<file path="src/rtl/rom_bus_arbiter.sv">
// rom_bus_arbiter
// ---------------------------------------------------------------------------
// Two-port arbiter in front of a single-ported synchronous memory. Port 0
// belongs to the debug shell, port 1 to the CPU. Only one transaction is in
// flight at a time, and each transaction takes three cycles:
//   T   : IDLE  - winner is accepted (valid && ready), payload latched
//   T+1 : ISSUE - mem_cs asserted with the latched address/data
//   T+2 : RESP  - memory returns read data, which is captured
//   T+3 : IDLE  - rsp_valid pulses on the owning port; the next accept may
//                 happen in this same cycle
//
// Ports
//   CLK, r_reset          clock (rising edge) and synchronous active-high reset
//   i_cpu_mode            0 = shell mode (only port 0 eligible), 1 = CPU mode
//   reqN_valid/write/addr/wdata   request from port N
//   reqN_ready            combinational grant; accept = valid && ready
//   rspN_valid            one-cycle completion pulse for port N
//   rspN_rdata            last read data for port N (held between reads)
//   mem_cs/we/addr/wdata  memory strobe and payload (registered)
//   mem_rdata             memory read data, valid the cycle after mem_cs
//   o_busy                high while a transaction is in flight
//   o_txn_count           completed-transaction counter, wraps at 16 bits
// ---------------------------------------------------------------------------
module rom_bus_arbiter #(
    parameter int AW = 16,
    parameter int DW = 16
) (
    input  logic          CLK,
    input  logic          r_reset,
    input  logic          i_cpu_mode,

    input  logic          req0_valid,
    input  logic          req0_write,
    input  logic [AW-1:0] req0_addr,
    input  logic [DW-1:0] req0_wdata,
    output logic          req0_ready,

    input  logic          req1_valid,
    input  logic          req1_write,
    input  logic [AW-1:0] req1_addr,
    input  logic [DW-1:0] req1_wdata,
    output logic          req1_ready,

    output logic          rsp0_valid,
    output logic [DW-1:0] rsp0_rdata,
    output logic          rsp1_valid,
    output logic [DW-1:0] rsp1_rdata,

    output logic          mem_cs,
    output logic          mem_we,
    output logic [AW-1:0] mem_addr,
    output logic [DW-1:0] mem_wdata,
    input  logic [DW-1:0] mem_rdata,

    output logic          o_busy,
    output logic [15:0]   o_txn_count
);

    typedef enum logic [1:0] {
        ST_IDLE  = 2'd0,
        ST_ISSUE = 2'd1,
        ST_RESP  = 2'd2
    } state_t;

    state_t        state_r;
    state_t        state_next_s;

    // last_grant_r holds the port number granted most recently; 1 after
    // reset so that port 0 wins the first tie.
    logic          last_grant_r;
    logic          lat_port_r;
    logic          lat_write_r;

    logic          mem_cs_r;
    logic          mem_we_r;
    logic [AW-1:0] mem_addr_r;
    logic [DW-1:0] mem_wdata_r;

    logic          rsp0_valid_r;
    logic          rsp1_valid_r;
    logic [DW-1:0] rsp0_rdata_r;
    logic [DW-1:0] rsp1_rdata_r;
    logic [15:0]   txn_count_r;
    logic          busy_r;

    logic          elig0_s;
    logic          elig1_s;
    logic          grant0_s;
    logic          grant1_s;
    logic          accept_s;
    logic          sel_write_s;
    logic [AW-1:0] sel_addr_s;
    logic [DW-1:0] sel_wdata_s;
    logic          complete_s;
    logic          complete0_s;
    logic          complete1_s;

    // Arbitration: eligibility by mode, round-robin on a tie, grants only in IDLE.
    always_comb begin
        elig0_s  = req0_valid;
        elig1_s  = req1_valid & i_cpu_mode;
        grant0_s = 1'b0;
        grant1_s = 1'b0;
        if ((state_r == ST_IDLE) && !r_reset) begin
            if (elig0_s && elig1_s) begin
                // Tie: the port that was not granted last time wins.
                if (last_grant_r) begin
                    grant0_s = 1'b1;
                end else begin
                    grant1_s = 1'b1;
                end
            end else if (elig0_s) begin
                grant0_s = 1'b1;
            end else if (elig1_s) begin
                grant1_s = 1'b1;
            end else begin
                grant0_s = 1'b0;
                grant1_s = 1'b0;
            end
        end else begin
            grant0_s = 1'b0;
            grant1_s = 1'b0;
        end
    end

    assign req0_ready = grant0_s;
    assign req1_ready = grant1_s;
    // A grant is only ever given to a valid requester, so a grant is an accept.
    assign accept_s   = grant0_s | grant1_s;

    // Payload of the accepted request.
    always_comb begin
        sel_write_s = req0_write;
        sel_addr_s  = req0_addr;
        sel_wdata_s = req0_wdata;
        if (grant1_s) begin
            sel_write_s = req1_write;
            sel_addr_s  = req1_addr;
            sel_wdata_s = req1_wdata;
        end else begin
            sel_write_s = req0_write;
            sel_addr_s  = req0_addr;
            sel_wdata_s = req0_wdata;
        end
    end

    // Next-state logic of the transaction sequencer.
    always_comb begin
        state_next_s = state_r;
        case (state_r)
            ST_IDLE: begin
                if (accept_s) begin
                    state_next_s = ST_ISSUE;
                end else begin
                    state_next_s = ST_IDLE;
                end
            end
            ST_ISSUE: state_next_s = ST_RESP;
            ST_RESP:  state_next_s = ST_IDLE;
            default:  state_next_s = ST_IDLE;
        endcase
    end

    assign complete_s  = (state_r == ST_RESP);
    assign complete0_s = complete_s & ~lat_port_r;
    assign complete1_s = complete_s &  lat_port_r;

    // State register and busy flag.
    always_ff @(posedge CLK) begin
        if (r_reset) begin
            state_r <= ST_IDLE;
            busy_r  <= 1'b0;
        end else begin
            state_r <= state_next_s;
            busy_r  <= (state_next_s != ST_IDLE);
        end
    end

    // Grant history and latched transaction attributes, updated on accept only.
    always_ff @(posedge CLK) begin
        if (r_reset) begin
            last_grant_r <= 1'b1;
            lat_port_r   <= 1'b0;
            lat_write_r  <= 1'b0;
        end else if (accept_s) begin
            last_grant_r <= grant1_s;
            lat_port_r   <= grant1_s;
            lat_write_r  <= sel_write_s;
        end
    end

    // Memory strobes: set by the accept edge so they are high exactly in ISSUE.
    always_ff @(posedge CLK) begin
        if (r_reset) begin
            mem_cs_r <= 1'b0;
            mem_we_r <= 1'b0;
        end else begin
            mem_cs_r <= accept_s;
            mem_we_r <= accept_s & sel_write_s;
        end
    end

    // Memory address/data: loaded on accept, held otherwise.
    always_ff @(posedge CLK) begin
        if (r_reset) begin
            mem_addr_r  <= {AW{1'b0}};
            mem_wdata_r <= {DW{1'b0}};
        end else if (accept_s) begin
            mem_addr_r  <= sel_addr_s;
            mem_wdata_r <= sel_wdata_s;
        end
    end

    // Completion pulses, visible the cycle after RESP.
    always_ff @(posedge CLK) begin
        if (r_reset) begin
            rsp0_valid_r <= 1'b0;
            rsp1_valid_r <= 1'b0;
        end else begin
            rsp0_valid_r <= complete0_s;
            rsp1_valid_r <= complete1_s;
        end
    end

    // Read data capture; mem_rdata is valid during RESP, writes leave it alone.
    always_ff @(posedge CLK) begin
        if (r_reset) begin
            rsp0_rdata_r <= {DW{1'b0}};
            rsp1_rdata_r <= {DW{1'b0}};
        end else begin
            if (complete0_s && !lat_write_r) begin
                rsp0_rdata_r <= mem_rdata;
            end
            if (complete1_s && !lat_write_r) begin
                rsp1_rdata_r <= mem_rdata;
            end
        end
    end

    // Completed-transaction counter; natural 16-bit wrap.
    always_ff @(posedge CLK) begin
        if (r_reset) begin
            txn_count_r <= 16'd0;
        end else if (complete_s) begin
            txn_count_r <= txn_count_r + 16'd1;
        end
    end

    assign mem_cs      = mem_cs_r;
    assign mem_we      = mem_we_r;
    assign mem_addr    = mem_addr_r;
    assign mem_wdata   = mem_wdata_r;
    assign rsp0_valid  = rsp0_valid_r;
    assign rsp1_valid  = rsp1_valid_r;
    assign rsp0_rdata  = rsp0_rdata_r;
    assign rsp1_rdata  = rsp1_rdata_r;
    assign o_busy      = busy_r;
    assign o_txn_count = txn_count_r;

endmodule
</file>
<file path="config.mk">
export PLATFORM = sky130hd
export DESIGN_NAME = rom_bus_arbiter
export DESIGN_NICKNAME = d
export VERILOG_FILES = /design/src/rtl/rom_bus_arbiter.sv
export SDC_FILE = /design/constraint.sdc
export NUM_CORES = 1
export LEC_CHECK = 0
export ABC_AREA = 1
export CAP_MARGIN = 10
export CORE_ASPECT_RATIO = 0.8
export CORE_UTILIZATION = 30
export CTS_BUF_LIST = sky130_fd_sc_hd__clkbuf_4 sky130_fd_sc_hd__clkbuf_8 sky130_fd_sc_hd__clkbuf_16
export CTS_CLUSTER_DIAMETER = 30
export DETAILED_ROUTE_END_ITERATION = 10
export SETUP_SLACK_MARGIN = 0.1
export SYNTH_ARGS = -nofsm -noshare
export SYNTH_HDL_FRONTEND = slang
export SYNTH_SLANG_ARGS = --single-unit
</file>
<file path="constraint.sdc">
create_clock -name CLK -period 1.5 [get_ports CLK]
set_input_delay 0.225 -clock CLK [delete_from_list [all_inputs] [get_ports CLK]]
set_output_delay 0.225 -clock CLK [all_outputs]
set_load 0.02 [all_outputs]
</file>
==> impl_metrics.toml, run 1 <==
[clock_network]
holdBufCountCts = 0
root_driver = "sky130_fd_sc_hd__clkbuf_16"
clock_tree_from_tritoncts = "yes"
numClockSinks = 90
clk_pin_slew_ps = 70
worst_skew_pair.late_latency_ps = 340
tritoncts.num_buffers = 9
clockBufferDepth = 2
cts.htree.levels = 3

[run_status]
violations_in_the_final_reports = "setup timing"
run_status = "finished with violations"

[route]
via_per_inst = 4.44
finalWirelength_mm = 12.5
drt_iter0_markers = 135
ant_nets = 0
route.detailed.wl_per_inst_um = 14.0
detailroute.via_count = 3934
drc_violation_count_after_routing = 0
firstDrtPassIters = 4

[placement]
dp_cell_count = 855
buffer_ports.inserted = 173
place.detailed.hpwl_mm = 8.31
gp_congestion = 0.854

[hold_path]
hold_path.class = "reg -> reg"

[global_route]
grt_overflow_total = 0
grt_usage_pct = 18.1
pin_count_of_the_biggest_net_entering_global_routing = 45
vias_in_the_first_global_route = 3934
antenna_violations_before_repair = 0
grt_first_pass_wirelength_mm = 19.4

[finish]
n_antenna_cell = 0
area_delta_synth_final_pct = 74.6
layout.cells.most_common_list = "sky130_fd_sc_hd__nor2_1, sky130_fd_sc_hd__dfxtp_1, sky130_fd_sc_hd__clkdlybuf4s50_1"
fin_nets = 795
final_layout_size_suffix_gt1_share_pct = 32.6
final_common_cell = "sky130_fd_sc_hd__nor2_1"
layoutNonFillerInstCount = 887

[critical_path]
critical_path_peak_fanout = 2
critical_path.slowest_cell = "sky130_fd_sc_hd__dfxtp_2"
setup.worst_path.start_class = "flip-flop"
critical_path_arrival_ps = 1290
timing.critical_path.cells = "nor3_4 -> buf_6 -> nand3_4 -> clkinv_4 -> buf_6"
critical_path.n_buffers_inverters = 3
timing.critical_path.required_ps = 1270
cp_top_family = "flip-flops"
cp_slowest_stage_delay_ps = 340
category_of_the_worst_setup_path_capture_point = "output pin"
worst_path_most_repeated_cell = "sky130_fd_sc_hd__buf_6"
worstSetupPathType = "reg -> out"

[floorplan]
initial_utilization_pct = 30.8
die_width_um = 131
fp-row-count = 37
die_y_um = 105
core_region_area_mm2 = 0.0129
design.die.area_mm2 = 0.0137
io_pins = 174

[yosys]
ys.flop_type = "sky130_fd_sc_hd__dfxtp_1"
synthesis.instances = 503
ys_seq_elements = 90
postSynthAreaPerCell_um2 = 7.91
synth_cell_types = 34
synth_top_area_share_pct = 45.3
netlist_top_cells_area = "sky130_fd_sc_hd__dfxtp_1, sky130_fd_sc_hd__a21oi_2, sky130_fd_sc_hd__nor2_1, sky130_fd_sc_hd__nand2_1, sky130_fd_sc_hd__inv_1"
synthesis.area_mm2 = 0.00398
yosysSeqAreaShare_pct = 45.3
top_cell_type_by_total_area_after_synthesis = "sky130_fd_sc_hd__dfxtp_1"
synth_edf_count = 0
async_reset_ff_share_pct = 0
synth_fp_nets = 591
synth.yosys.warnings = 0

[timing]
period_share_pct = 101
final-hold-violation-count = 0
clock_skews_ps = 7.37
relSlewSlack_pct = 55.1
worst_slew_pin_slew_ps = 673
holdWs_ps = 460
report.final.setup_viol = 1
count_of_final_max_slew_check_failures = 0
fmax_ghz = 0.658
rsz0062_at_grt = "true"
period_minus_slack_ps = 1520
timing.final.ws_setup_ps = -18.6

[power_and_ir_drop]
peakVddDrop_uv = 513
power_per_unit_of_standard_cell_area_mw_per_mm2 = 909
cellLeakagePower_nw = 3.07

[job]
maxCapViolCount = 0
where the power goes:
group	total, W	leakage (nW)	switching, W	internal (W)
Clock	0.00250	0.166	0.000933	0.00157
Sequential	0.00257	0.733	0.0000755	0.00250
Combinational	0.00124	2.17	0.000633	0.000604
Total	0.00631	3.07	0.00164	0.00467
metrics by stage:
step,setup WS (ps),power (W),setup TNS (ps),cell area (um^2),utilization (%)
2_1_floorplan,100,0.00312,0,3980,-
3_3_place_gp,-399,0.00364,-11710,5970,46.2
3_5_place_dp,-407,0.00365,-13580,5970,46.2
4_1_cts,-58.4,0.00629,-58.4,6580,50.9
5_1_grt,-90.8,0.00657,-1760,6950,53.8
6_report,-18.6,0.00631,-18.6,6950,53.8
layer usage:
metal	track usage (%)	vias up	wire length (um)
met2	30.3	85	6070
met4	6.90	0	264
met3	3.12	19	416
met5	0	-	0
met1	22.8	1813	5710
li1	-	2017	-
what timing repair did:
action / in CTS / in global routing
pin swaps: 34 / 15
setup buffers: 4 / 6
gates cloned: 4 / 3
gates resized for setup: 181 / 100
endpoints found under the setup margin: 148 / 80
sequential cells by signal (all words and copies together), names as in the netlist, 2 cells and up:
name         count
mem_addr        16
mem_wdata       16
o_txn_count     16
rsp0_rdata      16
rsp1_rdata      16
state_r          2
cell usage after synthesis (3+ instances only):
library cell and count:
sky130_fd_sc_hd__a21oi_1 15, sky130_fd_sc_hd__buf_12 3, sky130_fd_sc_hd__nand2_2 7, sky130_fd_sc_hd__nand4_1 4, sky130_fd_sc_hd__o21ai_1 4, sky130_fd_sc_hd__a21oi_2 58, sky130_fd_sc_hd__dfxtp_1 90, sky130_fd_sc_hd__inv_1 51
sky130_fd_sc_hd__clkbuf_1 6, sky130_fd_sc_hd__nor2_1 122, sky130_fd_sc_hd__nor2_2 3, sky130_fd_sc_hd__o21ai_0 33, sky130_fd_sc_hd__nand2_1 61, sky130_fd_sc_hd__nor3_1 6, sky130_fd_sc_hd__buf_6 5, sky130_fd_sc_hd__buf_2 5
sky130_fd_sc_hd__nand3_4 3, sky130_fd_sc_hd__nand3_1 6
cell families after synthesis:
| group | after synthesis | share of synthesized area (%) |
|---|---|---|
| xor gates and xnor gates | 1 | 0.220 |
| AOI/OAI and AO/OA | 114 | 20.1 |
| DFF | 90 | 45.3 |
| buffers and inverters | 79 | 10.2 |
| adders and majority gates | 1 | 0.314 |
| and+or+nand+nor | 218 | 24.0 |
final cells by class:
type / count / area, um^2
repair buffers: 212 / 2110
inverters: 57 / 251
multi-input cells: 336 / 2220
repair inverters: 1 / 11.3
clock inverters: 4 / 73.8
well taps: 175 / 219
flip-flops and latches: 90 / 1810
clock buffers: 12 / 260
fillers: 1211 / 5970
final timing paths:
kind	startpoint	to	slack, ps	cells past startpoint
worst min-delay path	mem_wdata[9]	mem_wdata[9]	460	2
worst max-delay path	state_r[1]	req0_ready	-20	5
worst min register to register	mem_wdata[9]	mem_wdata[9]	460	2
worst max register to register	state_r[1]	mem_wdata[0]	20	9
worst register-to-register path, stage by stage, from the launching register on:
cell	delay (ps)
sky130_fd_sc_hd__dfxtp_2	340
sky130_fd_sc_hd__nor3_4	210
sky130_fd_sc_hd__buf_6	130
sky130_fd_sc_hd__nand2_4	50
sky130_fd_sc_hd__buf_8	150
sky130_fd_sc_hd__nand2_8	90
sky130_fd_sc_hd__clkinv_8	90
sky130_fd_sc_hd__buf_16	170
sky130_fd_sc_hd__nand2_2	60
sky130_fd_sc_hd__a21oi_1	50
(Power assumes the default switching activity.)
==> inputs of run 2 (changes only) <==
--- a/config.mk
+++ b/config.mk
@@ -7,11 +7,14 @@
 export LEC_CHECK = 0
 export ABC_AREA = 1
 export CAP_MARGIN = 10
+export CELL_PAD_IN_SITES_DETAIL_PLACEMENT = 1
+export CELL_PAD_IN_SITES_GLOBAL_PLACEMENT = 2
 export CORE_ASPECT_RATIO = 0.8
-export CORE_UTILIZATION = 30
+export CORE_UTILIZATION = 23
 export CTS_BUF_LIST = sky130_fd_sc_hd__clkbuf_4 sky130_fd_sc_hd__clkbuf_8 sky130_fd_sc_hd__clkbuf_16
 export CTS_CLUSTER_DIAMETER = 30
 export DETAILED_ROUTE_END_ITERATION = 10
+export PLACE_DENSITY = 0.87
 export SETUP_SLACK_MARGIN = 0.1
 export SYNTH_ARGS = -nofsm -noshare
 export SYNTH_HDL_FRONTEND = slang
==> run 2 against run 1 <==
Net effect:
- combinational power is 6% lower
- register-to-register slack worse by 50 ps
- largest power group unchanged
- critical path depth stayed put
- clock skew is 0.63 ps higher
- the flow still finishes with violations (setup timing)
- critical path type unchanged
- clock power is 4% lower
- first-iteration DRC count is 30% lower
- non-clock buffer count is 3 higher
- cell area is 2.5% lower
- flip-flop and latch count stayed put
- cell count is 5.2% higher
- highest routed layer unchanged
- die area is 30% higher
==> impl_metrics.toml, run 2 (synthesis gave the netlist of run 1 again) <==
[run_status]
run_status = "finished with violations"
violations_in_the_final_reports = "setup timing"

[finish]
n_antenna_cell = 0
fin_nets = 796
final_layout_size_suffix_gt1_share_pct = 28.1
layout.cells.most_common_list = "sky130_fd_sc_hd__nor2_1, sky130_fd_sc_hd__clkdlybuf4s50_1, sky130_fd_sc_hd__dlygate4sd2_1"
final_util_pct = 40.5
final_cell_area_mm2 = 0.00677
final_common_cell = "sky130_fd_sc_hd__nor2_1"
area_delta_synth_final_pct = 70.2

[timing]
final-hold-violation-count = 0
setup-tns-final_ps = -142
clock_skews_ps = 8.00
period_minus_slack_ps = 1550
relSlewSlack_pct = 63.0
rsz0062_at_grt = "true"
holdWs_ps = 308
worst_slew_pin_slew_ps = 555
timing.final.ws_setup_ps = -54.4
count_of_final_max_slew_check_failures = 0
period_share_pct = 104
fmax_ghz = 0.643
report.final.setup_viol = 12

[critical_path]
worstSetupPathType = "reg -> out"
setup.worst_path.start_class = "flip-flop"
critical_path.slowest_cell = "sky130_fd_sc_hd__dfxtp_2"
timing.critical_path.required_ps = 1270
timing.critical_path.cells = "nor3_4 -> buf_6 -> nand3_4 -> inv_8 -> buf_6"
critical_path_arrival_ps = 1330
cp_top_family = "flip-flops"
category_of_the_worst_setup_path_capture_point = "output pin"
cp_slowest_stage_delay_ps = 330
worst_path_most_repeated_cell = "sky130_fd_sc_hd__buf_6"
critical_path_peak_fanout = 3
critical_path.n_buffers_inverters = 3

[clock_network]
cts.htree.levels = 3
numClockSinks = 90
tritoncts.num_buffers = 9
clockBufferDepth = 2
clock_tree_from_tritoncts = "yes"
clk_pin_slew_ps = 70
holdBufCountCts = 0
worst_skew_pair.late_latency_ps = 350
root_driver = "sky130_fd_sc_hd__clkbuf_16"

[power_and_ir_drop]
intPower_w = 0.00442
seq_power_share_pct = 41.8
power_per_unit_of_standard_cell_area_mw_per_mm2 = 905
cellLeakagePower_nw = 2.97
power_switching_w = 0.00171
peakVddDrop_uv = 504
p_comb_share_pct = 19.0
power.share.switching_pct = 27.8
clock_power_share_pct = 39.1

[placement]
placedInstanceArea_mm2 = 0.00607
place_ws_ps = -422
place.detailed.hpwl_mm = 10.0
buffer_ports.inserted = 173
gp_congestion = 0.791

[global_route]
grt_overflow_total = 0
pin_count_of_the_biggest_net_entering_global_routing = 45
grt_usage_pct = 15.8
antenna_violations_before_repair = 0
vias_in_the_first_global_route = 4250
grt_first_pass_wirelength_mm = 22.0

[route]
m1WireLength_mm = 6.32
via_per_inst = 4.31
route.detailed.wl_per_inst_um = 15.1
drc_violation_count_after_routing = 0
finalWirelength_mm = 14.1
firstDrtPassIters = 4
ant_nets = 0
met3_wirelength_um = 540
dr_wl_met2_mm = 7.02
drt_iter0_markers = 95
top_layer = "met4"
detailroute.via_count = 4024

[floorplan]
design.die.area_mm2 = 0.0178
die_y_um = 120
io_pins = 174
core_region_area_mm2 = 0.0167
die_width_um = 149
fp-row-count = 42
initial_utilization_pct = 23.8

[hold_path]
hold_path.class = "in -> reg"

[job]
maxCapViolCount = 0
==> run 2: cell count changes in the layout (fill, tap and decap cells not counted), sizes merged <==
cell,previous run,this run
clkinv,5,4
bufinv,2,1
clkbuf,13,10
nand3,12,10
inv,55,59
buf,41,45
==> run 2: tightest hold or removal path: stages <==
cell and delay (ps):
sky130_fd_sc_hd__buf_2 120, sky130_fd_sc_hd__buf_4 210, sky130_fd_sc_hd__nor2_1 70
==> run 2: power by group through the flow <==
stage	clock network, W	registers [W]	logic, W
after global routing	0.00257	0.00258	0.00125
after detailed placement	0	0.00261	0.00109
final	0.00240	0.00256	0.00117
after global placement	0	0.00261	0.00106
after CTS	0.00251	0.00256	0.00112
after floorplan	0	0.00272	0.000399
==> run 2: worst paths after layout <==
check	slack (ps)	cells past startpoint	start	to
max	-50	5	state_r[1]	req0_ready
min	310	3	r_reset	o_txn_count[2]
min reg2reg	470	2	mem_addr[12]	mem_addr[12]
max reg2reg	-30	9	state_r[1]	mem_wdata[1]
==> run 2: area by class of cell <==
cell class                      count  area, um^2
Sequential cell                    90        1810
Clock inverter                      6        72.6
Fill cell                        1972        9940
Inverter                           57         250
Timing Repair inverter              1        16.3
Multi-Input combinational cell    334        2010
Timing Repair Buffer              215        2100
Clock buffer                       10         239
Tap cell                          220         275
==> run 2: per-stage QoR <==
stage               total power (W)  std cells
finish                      0.00613        933
global route                0.00640        933
CTS                         0.00618        927
detailed placement          0.00370        902
global placement            0.00367        902
floorplan                   0.00312        503
==> run 2: timing repair <==
| item | in CTS | in global routing |
|---|---|---|
| resized for setup | 139 | 81 |
| endpoints found under the setup margin | 130 | 86 |
| buffers inserted | 7 | 6 |
| cloned | 2 | 0 |
| pin swaps | 3 | 11 |
==> run 2: per-layer routing <==
layer,vias to the layer above,global-route usage [%]
li1,2015,-
met1,1905,19.4
met2,88,27.6
met3,16,2.97
met4,0,5.42
met5,-,0
==> inputs of run 3 (changes only) <==
--- a/config.mk
+++ b/config.mk
@@ -6,6 +6,7 @@
 export NUM_CORES = 1
 export LEC_CHECK = 0
 export ABC_AREA = 1
+export ABC_CLOCK_PERIOD_IN_PS = 1500
 export CAP_MARGIN = 10
 export CELL_PAD_IN_SITES_DETAIL_PLACEMENT = 1
 export CELL_PAD_IN_SITES_GLOBAL_PLACEMENT = 2
==> results of run 3 <==
Same layout as run 2: the final DEF is identical, and so are final timing and power.
